$ cat config.mk
export PLATFORM = sky130hd
export DESIGN_NAME = codec_i2s_rx
export DESIGN_NICKNAME = d
export VERILOG_FILES = /design/src/rtl/codec_i2s_rx_pkg.sv /design/src/rtl/codec_i2s_rx_if.sv /design/src/rtl/codec_i2s_rx_lrck_edge.sv /design/src/rtl/codec_i2s_rx.sv
export SDC_FILE = /design/constraint.sdc
export NUM_CORES = 1
export LEC_CHECK = 0
export BUFFER_PORTS_ARGS = -buffer_cell sky130_fd_sc_hd__buf_2
export CORE_UTILIZATION = 53
export CTS_BUF_LIST = sky130_fd_sc_hd__clkbuf_8
export DETAILED_ROUTE_END_ITERATION = 8
export PLACE_DENSITY = 0.73
export SLEW_MARGIN = 20
export SYNTH_ARGS = -nofsm -noshare
export SYNTH_HDL_FRONTEND = slang
export SYNTH_HIERARCHICAL = 1
export SYNTH_SLANG_ARGS = --single-unit
$ cat constraint.sdc
create_clock -name bclk -period 6.45 [get_ports bclk]
set_clock_uncertainty 0.15 [all_clocks]
set_input_delay 0.3225 -clock bclk [delete_from_list [all_inputs] [get_ports bclk]]
set_output_delay 0.3225 -clock bclk [all_outputs]
set_load 0.005 [all_outputs]
$ cat src/rtl/codec_i2s_rx_pkg.sv
// Shared codec package: default sample width, slot length and receiver FSM states.
package codec_i2s_rx_pkg;

    localparam int unsigned DATA_BITS_DEF = 16;
    localparam int unsigned SLOT_BITS_DEF = 32;

    typedef enum logic [2:0] {
        IDLE   = 3'd0,
        LEFT   = 3'd1,
        RIGHT  = 3'd2,
        WAIT_L = 3'd3,
        WAIT_R = 3'd4
    } rx_state_e;

endpackage

$ cat src/rtl/codec_i2s_rx_if.sv
// Word-clock link between the receiver and its LRCK edge detector.
interface codec_i2s_rx_if;

    logic lrck;
    logic rise_c;
    logic fall_c;

    modport master (input lrck, output rise_c, output fall_c);
    modport slave  (output lrck, input rise_c, input fall_c);

endinterface

$ cat src/rtl/codec_i2s_rx_lrck_edge.sv
// codec_lrck_edge: registers LRCK on rising bclk and flags rising/falling edges.
module codec_lrck_edge (
    input  logic           bclk,
    input  logic           req_rstn,
    codec_i2s_rx_if.master eif
);

    logic lrck_q;
    logic lrck_d;

    always_comb begin
        lrck_d = eif.lrck;
    end

    always_ff @(posedge bclk or negedge req_rstn) begin
        if (!req_rstn) begin
            lrck_q <= 1'b0;
        end else begin
            lrck_q <= lrck_d;
        end
    end

    // Edge flags compare the live LRCK with last cycle's value.
    assign eif.rise_c = eif.lrck & ~lrck_q;
    assign eif.fall_c = ~eif.lrck & lrck_q;

endmodule

$ cat src/rtl/codec_i2s_rx.sv
// I2S receiver: captures MSB-first left/right words and presents them as a pair.
// Short-slot reporting on frame_err_o is built when CODEC_I2S_RX_FRAME_CHECK_EN is defined.
module codec_i2s_rx
    import codec_i2s_rx_pkg::*;
#(
    parameter int unsigned DATA_BITS = DATA_BITS_DEF,
    parameter int unsigned SLOT_BITS = SLOT_BITS_DEF
) (
    input  logic                 bclk,
    input  logic                 req_rstn,
    input  logic                 adc_lrck_i,
    input  logic                 adc_dat_i,
    output logic [DATA_BITS-1:0] sample_data_L_o,
    output logic [DATA_BITS-1:0] sample_data_R_o,
    output logic                 data_ready_o,
    output logic                 frame_err_o
);

    localparam int unsigned CNT_W = $clog2(DATA_BITS + 1);
    localparam int unsigned IDX_W = (DATA_BITS > 1) ? $clog2(DATA_BITS) : 1;
    localparam logic [CNT_W-1:0] LAST_BIT = CNT_W'(DATA_BITS - 1);

    if (SLOT_BITS < DATA_BITS + 1) begin : g_slot_chk
        $error("SLOT_BITS must be at least DATA_BITS+1");
    end

    codec_i2s_rx_if lrck_if ();

    assign lrck_if.lrck = adc_lrck_i;

    codec_lrck_edge u_lrck_edge (
        .bclk     (bclk),
        .req_rstn (req_rstn),
        .eif      (lrck_if.master)
    );

    rx_state_e            state_q, state_d;
    logic [CNT_W-1:0]     cnt_q, cnt_d;
    logic [DATA_BITS-1:0] word_q, word_d;
    logic [DATA_BITS-1:0] hold_l_q, hold_l_d;
    logic [DATA_BITS-1:0] sample_l_q, sample_l_d;
    logic [DATA_BITS-1:0] sample_r_q, sample_r_d;
    logic                 data_ready_q, data_ready_d;
    logic                 frame_err_d;
    logic [IDX_W-1:0]     bit_idx_c;
    logic                 lrck_edge_c;

    // Next-state, bit capture and pair publication.
    always_comb begin
        state_d      = state_q;
        cnt_d        = cnt_q;
        word_d       = word_q;
        hold_l_d     = hold_l_q;
        sample_l_d   = sample_l_q;
        sample_r_d   = sample_r_q;
        data_ready_d = 1'b0;
        frame_err_d  = 1'b0;
        bit_idx_c    = IDX_W'(DATA_BITS - 1) - IDX_W'(cnt_q);
        lrck_edge_c  = lrck_if.rise_c | lrck_if.fall_c;

        unique case (state_q)
            IDLE: begin
                if (lrck_if.fall_c) begin
                    state_d = LEFT;
                    cnt_d   = '0;
                end
            end
            LEFT, RIGHT: begin
                if (lrck_edge_c) begin
                    // Slot ended before the word was complete: drop the frame.
                    state_d     = IDLE;
                    cnt_d       = '0;
                    frame_err_d = 1'b1;
                end else begin
                    word_d[bit_idx_c] = adc_dat_i;
                    cnt_d             = cnt_q + CNT_W'(1);
                    if (cnt_q == LAST_BIT) begin
                        if (state_q == LEFT) begin
                            state_d  = WAIT_L;
                            hold_l_d = word_d;
                        end else begin
                            state_d      = WAIT_R;
                            sample_l_d   = hold_l_q;
                            sample_r_d   = word_d;
                            data_ready_d = 1'b1;
                        end
                    end
                end
            end
            WAIT_L: begin
                if (lrck_if.rise_c) begin
                    state_d = RIGHT;
                    cnt_d   = '0;
                end else if (lrck_if.fall_c) begin
                    state_d = IDLE;
                end
            end
            WAIT_R: begin
                if (lrck_if.fall_c) begin
                    state_d = LEFT;
                    cnt_d   = '0;
                end else if (lrck_if.rise_c) begin
                    state_d = IDLE;
                end
            end
            default: begin
                state_d = IDLE;
                cnt_d   = '0;
            end
        endcase
    end

    always_ff @(posedge bclk or negedge req_rstn) begin
        if (!req_rstn) begin
            state_q      <= IDLE;
            cnt_q        <= '0;
            word_q       <= '0;
            hold_l_q     <= '0;
            sample_l_q   <= '0;
            sample_r_q   <= '0;
            data_ready_q <= 1'b0;
        end else begin
            state_q      <= state_d;
            cnt_q        <= cnt_d;
            word_q       <= word_d;
            hold_l_q     <= hold_l_d;
            sample_l_q   <= sample_l_d;
            sample_r_q   <= sample_r_d;
            data_ready_q <= data_ready_d;
        end
    end

`ifdef CODEC_I2S_RX_FRAME_CHECK_EN
    logic frame_err_q;

    always_ff @(posedge bclk or negedge req_rstn) begin
        if (!req_rstn) begin
            frame_err_q <= 1'b0;
        end else begin
            frame_err_q <= frame_err_d;
        end
    end

    assign frame_err_o = frame_err_q;
`else
    logic unused_frame_err;

    assign unused_frame_err = frame_err_d;
    assign frame_err_o      = 1'b0;
`endif

    assign sample_data_L_o = sample_l_q;
    assign sample_data_R_o = sample_r_q;
    assign data_ready_o    = data_ready_q;

endmodule

==> flow_summary.ini <==
[outcome]
status = finished clean

[synth]
synth_cell_type_count = 34
syn_inst = 258
synth_largest_area_cell = dfrtp_1
yosysTopAreaCellShare_pct = 56.4
syn-num-nets = 267
syn-cell-area_mm2 = 0.00328
yosys_warnings = 6
synth_seq_cells = 74
synthTopCellsByArea = dfrtp_1 56%, mux2_2 14%, mux2i_1 9.4%
syn_avg_cell_area_um2 = 12.7
seq_area_frac_synth_pct = 56.4

[cells_and_area]
final_area_mm2 = 0.00376
final_layout_size_suffix_gt1_share_pct = 33.0
layout_commonest_cell = dfrtp_1
layout_common_cells = 74 x dfrtp_1, 41 x mux2_2, 35 x buf_2
seqCellArea_mm2 = 0.00185
area_delta_synth_final_pct = 14.4
multi_input_area_mm2 = 0.00125
diodes = 0
nFillCells = 492
final_nets = 301

[timing]
slew_headroom_pct = 36.1
fin_tns_setup_ns = 0
fin_crit_ns = 3.43
whs_ns = 0.349
tightestPinTransition_ns = 0.958
rsz0062_at_grt = false
setup_violations = 0
fmax_ghz = 0.291
hold_violations = 0
finalMaxSlewViolations = 0
period_share_pct = 53.2

[grt]
busiest_layer = met2
grt_pass1_vias = 2021
grt_use_met1_pct = 24.6
track_usage_pct = 19.6
grt.overflow.total = 0
grt_max_degree = 75
met2_usage_pct = 31.3
antenna_found_initial = 0
grt_pass1_wl_um = 9420
use_met3_pct = 4.89

[worst_setup_path]
worst_setup_path_start_kind = input pin
critPathArrivalTime_ns = 3.51
crit_fanout = 19
required_ns = 6.53
end_kind = register
crit_type = in -> reg

[job]
cap_violations = 0

[clock_tree]
cts_buffers = 9
cts_sinks = 74
cts-root-buf = clkbuf_8
cts_buffer_depth = 2
postCtsSetupBuffers = 0
cts.clk_slew.worst_paths_ns = 0.08
clk_latency_ns = 0.34
htree_num_levels = 3
cts_tree = done

[hold_path]
min_path_type = reg -> reg

[routing]
first_iter_violations = 91
wl_per_cell_um = 15.1
ant_nets = 0
drcViolationCount = 0
vias = 2014
wl_um = 5620
dr.pass1.iters = 4
avgViaCountPerCell = 5.41

[floorplanning]
core-area_mm2 = 0.00596
rows = 28
initial_core_util_pct = 55.1
die_h_um = 80.7
die_w_um = 80.7
io_pins = 38
dieArea_mm2 = 0.00652

[power_and_ir_drop]
power.total_w = 0.00112
powerDensity_mw_per_mm2 = 299
leakagePower_nw = 1.86
irDropWorstVdd_mv = 0.210

[place]
dpl_cell_area_mm2 = 0.00349
io_buffer_count = 36
place_congestion = 0.719
dp_hpwl_um = 3440
-- metal layers --
metal / vias to the layer above / part of all wire (%)
met5: - / 0
met4: 0 / 2.0
met3: 10 / 2.8
met2: 37 / 47
met1: 1005 / 49
li1: 962 / -
-- registers in the layout, indices dropped and copies added, names as in the netlist --
register	count
hold_l_q	16
sample_data_L_o	16
sample_data_R_o	16
word_q	16
cnt_q	5
state_q	3
data_ready_o	1
u_lrck_edge/lrck_q	1
-- report_power, final --
part           switching, W  internal [W]
clock network      0.000170      0.000277
registers         0.0000290      0.000503
logic             0.0000849     0.0000603
-- cells in the mapped netlist, drive strengths merged --
cell type / count
and2b: 1
mux2: 41
clkbuf: 7
mux2i: 31
a22o: 1
dfrtp: 74
o21ai: 1
xor2: 1
o221ai: 1
or3: 1
nor4: 1
nor3: 2
ha: 5
conb: 1
buf: 10
and3: 1
a21oi: 21
a31oi: 3
nand2b: 1
nor2b: 1
nand3b: 9
nor3b: 5
o22ai: 1
inv: 24
nand3: 6
and4b: 1
nor2: 2
nand4: 1
and2: 1
nand2: 2
o2bb2ai: 1
-- final cells by class --
| type | count | area share [%] |
|---|---|---|
| Sequential cell | 74 | 49.3 |
| Multi-Input combinational cell | 143 | 33.4 |
| Timing Repair Buffer | 40 | 5.79 |
| Clock buffer | 11 | 4.03 |
| Clock inverter | 5 | 2.66 |
| Tap cell | 75 | 2.50 |
| Inverter | 24 | 2.40 |
-- path summary, 6_finish.rpt --
path                                                   start                               to  slack (ns)  cells past startpoint
worst min register to register       hold_l_q[3]$_DFFE_PN0P_   sample_data_L_o[3]$_DFFE_PN0P_        0.35                      1
min in group asynchronous                           req_rstn   sample_data_L_o[6]$_DFFE_PN0P_        0.49                      2
worst max register to register  u_lrck_edge/lrck_q$_DFF_PN0_  sample_data_L_o[13]$_DFFE_PN0P_        3.27                      5
worst min-delay path                 hold_l_q[3]$_DFFE_PN0P_   sample_data_L_o[3]$_DFFE_PN0P_        0.35                      1
max in group asynchronous                           req_rstn     u_lrck_edge/lrck_q$_DFF_PN0_        5.05                      2
worst max-delay path                              adc_lrck_i  sample_data_L_o[13]$_DFFE_PN0P_        3.02                      7
-- critical path: stages --
cell and delay (ns):
dlygate4sd3_1 0.52, buf_2 0.11, and2b_2 0.26, nor3_4 0.63, nor3b_4 0.87, buf_4 0.41
mux2_2 0.38
-- stage by stage --
step | worst slack (ns) | utilization, % | std cells
2_1_floorplan | 4.28 | - | 258
3_3_place_gp | 3.28 | 58.6 | 354
3_5_place_dp | 3.23 | 58.6 | 354
4_1_cts | 3.02 | 63.1 | 372
5_1_grt | 2.85 | 63.1 | 372
6_report | 3.02 | 63.1 | 372
-- timing repair --
action | CTS | global route
gates resized for setup | 0 | 0
endpoints found under the hold margin | 43 | 0
setup endpoints to repair | 0 | 0
hold buffers | 2 | 0
-- cell families (layout without fill, tap and decap cells) --
kind of cell | Yosys count | in the layout | share of synthesized area, %
other | 1 | 1 | 0.114
AO/OA/AOI/OAI | 29 | 29 | 4.91
flip-flops | 74 | 74 | 56.4
AND/OR/NAND/NOR | 35 | 35 | 7.47
XOR/XNOR | 1 | 1 | 0.267
adder cells (fa/ha/maj) | 5 | 5 | 1.90
multiplexers | 72 | 72 | 23.5
buffers and inverters | 41 | 80 | 5.45
Power figures use the tool's default switching activity.
